<file path="src/rtl/tlb_lookup.sv">
// 8-entry fully associative TLB: single-cycle registered lookup, indexed write, invalidate sweep FSM.
// Optional macro TLB_HUGEPAGE_EN: entries with ps==21 match on vppn[18:9] and take the odd bit from vppn[8].
module tlb_lookup (
  input  logic        clk,
  input  logic        reset,
  input  logic        lkp_req,
  output logic        lkp_ready,
  input  logic [18:0] lkp_vppn,
  input  logic        lkp_odd,
  input  logic [9:0]  lkp_asid,
  output logic        lkp_valid,
  output logic        lkp_found,
  output logic [2:0]  lkp_idx,
  output logic [19:0] lkp_pfn,
  output logic [1:0]  lkp_mat,
  output logic [1:0]  lkp_plv,
  output logic        lkp_d,
  output logic        lkp_v,
  input  logic        wr_en,
  input  logic [2:0]  wr_idx,
  input  logic        wr_e,
  input  logic [18:0] wr_vppn,
  input  logic [5:0]  wr_ps,
  input  logic [9:0]  wr_asid,
  input  logic        wr_g,
  input  logic [25:0] wr_lo0,
  input  logic [25:0] wr_lo1,
  input  logic        inv_req,
  input  logic [2:0]  inv_op,
  input  logic [9:0]  inv_asid,
  input  logic [18:0] inv_vppn,
  output logic        inv_busy,
  output logic        inv_done
);
  localparam int NENT = 8;

  typedef enum logic [1:0] {IDLE, SWEEP, DONE} state_t;

  state_t      state_q;
  logic [2:0]  sweep_idx_q;
  logic        inv_busy_q, inv_done_q;

  logic        e_q    [NENT];
  logic        e_d    [NENT];
  logic [18:0] vppn_q [NENT];
  logic [18:0] vppn_d [NENT];
  logic [5:0]  ps_q   [NENT];
  logic [5:0]  ps_d   [NENT];
  logic [9:0]  asid_q [NENT];
  logic [9:0]  asid_d [NENT];
  logic        g_q    [NENT];
  logic        g_d    [NENT];
  logic [25:0] lo0_q  [NENT];
  logic [25:0] lo0_d  [NENT];
  logic [25:0] lo1_q  [NENT];
  logic [25:0] lo1_d  [NENT];
  logic        huge   [NENT];

  logic [2:0]  inv_op_q, inv_op_d;
  logic [9:0]  inv_asid_q, inv_asid_d;
  logic [18:0] inv_vppn_q, inv_vppn_d;

  logic        lkp_valid_q, lkp_valid_d;
  logic        lkp_found_q, lkp_found_d;
  logic [2:0]  lkp_idx_q, lkp_idx_d;
  logic [25:0] lkp_lo_q, lkp_lo_d;

  logic        lkp_acc, accept_inv;
  logic        hit_found;
  logic [2:0]  hit_idx;
  logic [25:0] hit_lo;
  logic        sw_asid_m, sw_vppn_m, sweep_clr;

  function automatic logic vppn_eq(input logic [18:0] a, input logic [18:0] b, input logic is_huge);
    if (is_huge) return a[18:9] == b[18:9];
    return a == b;
  endfunction

  function automatic logic inv_sel(input logic [2:0] op, input logic g, input logic am, input logic vm);
    case (op)
      3'd0, 3'd1: return 1'b1;
      3'd2:       return g;
      3'd3:       return ~g;
      3'd4:       return ~g & am;
      3'd5:       return ~g & am & vm;
      3'd6:       return (g | am) & vm;
      default:    return 1'b0;
    endcase
  endfunction

`ifdef TLB_HUGEPAGE_EN
  always_comb begin
    for (int i = 0; i < NENT; i++) huge[i] = (ps_q[i] == 6'd21);
  end
`else
  logic unused_ps;
  always_comb begin
    unused_ps = 1'b0;
    for (int i = 0; i < NENT; i++) begin
      huge[i]   = 1'b0;
      unused_ps = unused_ps ^ (^ps_q[i]);
    end
  end
`endif

  assign lkp_ready  = ~inv_busy_q;
  assign inv_busy   = inv_busy_q;
  assign inv_done   = inv_done_q;
  assign lkp_acc    = lkp_req & lkp_ready;
  assign accept_inv = (state_q == IDLE) & inv_req;

  // Lookup: descending scan so the lowest-index hit wins.
  always_comb begin
    hit_found = 1'b0;
    hit_idx   = 3'd0;
    hit_lo    = 26'd0;
    for (int i = NENT - 1; i >= 0; i--) begin
      if (e_q[i] && (g_q[i] || (asid_q[i] == lkp_asid)) && vppn_eq(vppn_q[i], lkp_vppn, huge[i])) begin
        hit_found = 1'b1;
        hit_idx   = 3'(i);
        hit_lo    = (huge[i] ? lkp_vppn[8] : lkp_odd) ? lo1_q[i] : lo0_q[i];
      end
    end
  end

  always_comb begin
    sw_asid_m = (asid_q[sweep_idx_q] == inv_asid_q);
    sw_vppn_m = vppn_eq(vppn_q[sweep_idx_q], inv_vppn_q, huge[sweep_idx_q]);
    sweep_clr = (state_q == SWEEP) && inv_sel(inv_op_q, g_q[sweep_idx_q], sw_asid_m, sw_vppn_m);
  end

  // Entry update: the sweep clear is applied first so a same-index write overrides it.
  always_comb begin
    e_d    = e_q;
    vppn_d = vppn_q;
    ps_d   = ps_q;
    asid_d = asid_q;
    g_d    = g_q;
    lo0_d  = lo0_q;
    lo1_d  = lo1_q;
    if (sweep_clr) e_d[sweep_idx_q] = 1'b0;
    if (wr_en) begin
      e_d[wr_idx]    = wr_e;
      vppn_d[wr_idx] = wr_vppn;
      ps_d[wr_idx]   = wr_ps;
      asid_d[wr_idx] = wr_asid;
      g_d[wr_idx]    = wr_g;
      lo0_d[wr_idx]  = wr_lo0;
      lo1_d[wr_idx]  = wr_lo1;
    end
  end

  always_comb begin
    inv_op_d    = accept_inv ? inv_op   : inv_op_q;
    inv_asid_d  = accept_inv ? inv_asid : inv_asid_q;
    inv_vppn_d  = accept_inv ? inv_vppn : inv_vppn_q;
    lkp_valid_d = lkp_acc;
    lkp_found_d = lkp_acc ? hit_found : lkp_found_q;
    lkp_idx_d   = lkp_acc ? hit_idx   : lkp_idx_q;
    lkp_lo_d    = lkp_acc ? hit_lo    : lkp_lo_q;
  end

  always_ff @(posedge clk or posedge reset) begin
    if (reset) begin
      for (int i = 0; i < NENT; i++) e_q[i] <= 1'b0;
      lkp_valid_q <= 1'b0;
      lkp_found_q <= 1'b0;
      lkp_idx_q   <= 3'd0;
      lkp_lo_q    <= 26'd0;
    end else begin
      e_q         <= e_d;
      lkp_valid_q <= lkp_valid_d;
      lkp_found_q <= lkp_found_d;
      lkp_idx_q   <= lkp_idx_d;
      lkp_lo_q    <= lkp_lo_d;
    end
  end

  always_ff @(posedge clk) begin
    vppn_q     <= vppn_d;
    ps_q       <= ps_d;
    asid_q     <= asid_d;
    g_q        <= g_d;
    lo0_q      <= lo0_d;
    lo1_q      <= lo1_d;
    inv_op_q   <= inv_op_d;
    inv_asid_q <= inv_asid_d;
    inv_vppn_q <= inv_vppn_d;
  end

  always_ff @(posedge clk or posedge reset) begin
    if (reset) begin
      state_q     <= IDLE;
      sweep_idx_q <= 3'd0;
      inv_busy_q  <= 1'b0;
      inv_done_q  <= 1'b0;
    end else begin
      case (state_q)
        IDLE: begin
          inv_done_q <= 1'b0;
          if (inv_req) begin
            state_q     <= SWEEP;
            sweep_idx_q <= 3'd0;
            inv_busy_q  <= 1'b1;
          end
        end
        SWEEP: begin
          if (sweep_idx_q == 3'd7) begin
            state_q    <= DONE;
            inv_done_q <= 1'b1;
          end else begin
            sweep_idx_q <= sweep_idx_q + 3'd1;
          end
        end
        DONE: begin
          state_q    <= IDLE;
          inv_busy_q <= 1'b0;
          inv_done_q <= 1'b0;
        end
        default: begin
          state_q    <= IDLE;
          inv_busy_q <= 1'b0;
          inv_done_q <= 1'b0;
        end
      endcase
    end
  end

  assign lkp_valid = lkp_valid_q;
  assign lkp_found = lkp_found_q;
  assign lkp_idx   = lkp_idx_q;
  assign lkp_pfn   = lkp_lo_q[25:6];
  assign lkp_mat   = lkp_lo_q[5:4];
  assign lkp_plv   = lkp_lo_q[3:2];
  assign lkp_d     = lkp_lo_q[1];
  assign lkp_v     = lkp_lo_q[0];
endmodule

</file>
<file path="config.mk">
export PLATFORM = sky130hd
export DESIGN_NAME = tlb_lookup
export DESIGN_NICKNAME = d
export VERILOG_FILES = /design/src/rtl/tlb_lookup.sv
export SDC_FILE = /design/constraint.sdc
export NUM_CORES = 1
export LEC_CHECK = 0
export BUFFER_PORTS_ARGS = -buffer_cell sky130_fd_sc_hd__buf_2
export CORE_AREA = 3 3 294 368
export DETAILED_ROUTE_END_ITERATION = 8
export DIE_AREA = 0 0 297 371
export HOLD_SLACK_MARGIN = 0.03
export SLEW_MARGIN = 30
export SYNTH_ARGS = -nofsm -noshare
export SYNTH_HDL_FRONTEND = slang
export SYNTH_SLANG_ARGS = --single-unit
</file>
<file path="constraint.sdc">
create_clock -name clk -period 6.2 [get_ports clk]
set_input_delay 0.93 -clock clk [delete_from_list [all_inputs] [get_ports clk]]
set_output_delay 0.93 -clock clk [all_outputs]
set_load 0.01 [all_outputs]
</file>
==> flow_summary.yaml <==
detailed_routing:
  drt_iter0_drc: 1615
  drt_pass1_iterations: 5
  drt-wirelength-per-cell_um: 25.2
  vias_per_cell: 5.01
  routed-wl-met3_um: 6270
  dr_total_vias: 18300
  wl_met2_um: 46100
  drc: 0
  top_layer: "met5"
  wl_met1_um: 36600
  wl_um: 92100
  ant_nets: 0
timing:
  hold_viol_final: 0
  rsz0062_at_grt: "no"
  period_share_pct: 71.3
  drv_slew: 0
  tightest_slew_ps: 944
  finalSetupViolations: 0
  clock.fmax_mhz: 226
  slew_headroom_pct: 36.9
  worst_slack_ps: 1780
  layout_min_cycle_time_ps: 4420
  fin_tns_setup_ps: 0
  clock-skew-final_ps: 48.7
floorplanning:
  die_h_um: 371
  die_area_sq_um: 110000
  start_util_pct: 29.8
  row_count: 133
  core_region_area_sq_um: 105000
  die_x_um: 297
  ios: 193
synth:
  synth.distinct_cells: 70
  yosysWarnings: 0
  synth_area_sq_um: 31400
  synthArstFlopShare_pct: 6.27
  synth_nets: 2136
  synth-edff-count: 688
  synth_seq_cells: 734
  ys.flop_type: "edfxtp_1"
  synthCells: 1975
  seq_area_frac_synth_pct: 69.5
  syn_area_per_cell_sq_um: 15.9
layout:
  layout_commonest_cell: "edfxtp_1"
  nFillCells: 10100
  final_nets: 2322
  regArea_sq_um: 21800
  final_core_util_pct: 35.0
  area_delta_synth_final_pct: 17.3
  drive_gt1_share_pct: 18.5
  multi_input_area_sq_um: 9090
  final_cell_mix: "688 x edfxtp_1, 266 x mux2i_1, 185 x buf_2"
critical_path:
  end_kind: "register"
  slowest_delay_ps: 900
  criticalPathCategory: "register to register"
  crit_top_cell: "a21oi_1"
  path_max_fanout: 35
  critical_path.top_delay_family: "simple AND/OR/NAND/NOR gates"
  crit_chain: "nor2b_1 > buf_4 > a22oi_1 > a21oi_1 > o22ai_1 > nor4_1 > a21oi_1 > o21ai_2 > a41oi_1"
  worstPathRequired_ps: 6650
  crit_buf_inv: 1
  arrival_ps: 4870
  crit_slowest_cell: "dfrtp_2"
  start_kind: "register"
grt:
  antenna_found_initial: 25
  grt_max_degree: 94
  gr-usage-all-layers_pct: 16.3
  grt_pass1_vias: 18800
  grt-ovfl-total: 0
  grt_pass1_wl_um: 132000
pwr:
  cellLeakagePower_nw: 12.6
  power_density_nw_per_um2: 354
  ir_drop_mv: 0.307
cts:
  cts_root_buf: "clkbuf_16"
  clock_sinks: 734
  cts_buffer_depth: 3
  insertion_delay_ps: 640
  cts.repair.resized: 0
  postCtsSetupBuffers: 0
  h-tree-depth: 3
  cts_tree: "built"
  numCtsBuffers: 80
  clkTransAtPathRegs_ps: 60
  ctsHoldBuffers: 0
placement:
  place_hpwl_um: 59500
  numPortBuffers: 186
  finalWeightedCongestion: 0.933
  dp_slack_ps: 1490
worst_hold_path:
  hold_path.class: "primary input to register"
run_status:
  status: "completed"
run:
  cap_violations: 0
==> worst reg2reg max path, stage by stage (launching register included) <==
cell and delay, ps:
dfrtp_2 900, nor2b_1 860, buf_4 370, a22oi_1 130
a21oi_1 190, o22ai_1 110, nor4_1 790, a21oi_1 180
o21ai_2 520, a41oi_1 200
==> logic make-up (layout without fill, tap and decap cells) <==
logic type,count (synthesis),after routing,share of synthesized area (%)
compound gates,338,338,7.13
xor+xnor,253,253,7.06
fa+ha+maj,2,2,0.0797
buf+inv,132,382,1.90
flops,734,734,69.5
mux,301,301,10.1
other cells,0,10,0
simple gates,215,215,4.21
==> final timing paths <==
check                               start              to  slack (ps)  depth (start not counted)
max in group asynchronous           reset  sweep_idx_q[2]        4960                          3
setup reg to reg           sweep_idx_q[0]          e_q[1]        1780                          9
min in group asynchronous           reset    lkp_lo_q[22]         550                          3
setup / recovery           sweep_idx_q[0]          e_q[1]        1780                          9
hold reg to reg                lkp_idx[0]      lkp_idx[0]         480                          2
hold / removal               inv_vppn[11]  inv_vppn_q[11]         480                          1
==> synthesized netlist by cell type, types with 28 or more instances <==
cell / number / share of area [%]
dfrtp_1: 46 / 3.7
o21ai_0: 38 / 0.61
mux2i_1: 266 / 8.5
nor4_1: 53 / 1.1
xnor2_1: 83 / 2.3
buf_2: 57 / 0.91
nor3_1: 35 / 0.56
clkbuf_1: 51 / 0.61
xor2_1: 170 / 4.7
a22oi_1: 74 / 1.8
edfxtp_1: 688 / 66
o221ai_1: 28 / 0.78
a21oi_1: 101 / 1.6
==> area by class of cell <==
type	count	share of cell area (%)
clock buffers	101	5.79
repair buffers	224	3.47
diodes	10	0.0679
multi-input cells	1109	24.7
inverters	12	0.136
flip-flops and latches	734	59.2
well taps	1417	4.81
clock inverters	45	1.82
==> per-stage QoR <==
step	hold slack (ps)	instance area (sq um)	std cells	total power, mW
after floorplan	498	31400	1975	7.30
after global placement	462	34000	3495	8.06
after detailed placement	468	34000	3496	8.10
after CTS	435	36800	3642	13.1
after global routing	450	36800	3646	13.5
final	479	36800	3652	13.0
==> per-layer routing <==
metal	vias up	GRT usage, %
li1	8153	-
met1	9303	20.0
met2	669	28.3
met3	172	3.51
met4	4	6.04
met5	-	0
==> power breakdown <==
group	internal, mW	total (mW)	leakage, nW	switching, mW
clock	3.01	5.01	1.36	2.00
combinational	0.784	2.17	4.41	1.39
sequential	5.66	5.84	6.86	0.176
==> registers in the layout, indices dropped and copies added (netlist names) <==
register and count:
asid_q 80, e_q 8, g_q 8, inv_asid_q 10, inv_busy 1, inv_done 1
inv_op_q 3, inv_vppn_q 19, lkp_found 1, lkp_idx 3, lkp_lo_q 26, lkp_valid 1
lo0_q 208, lo1_q 208, state_q 2, sweep_idx_q 3, vppn_q 152
No activity file was read; power rests on OpenSTA's default activity.
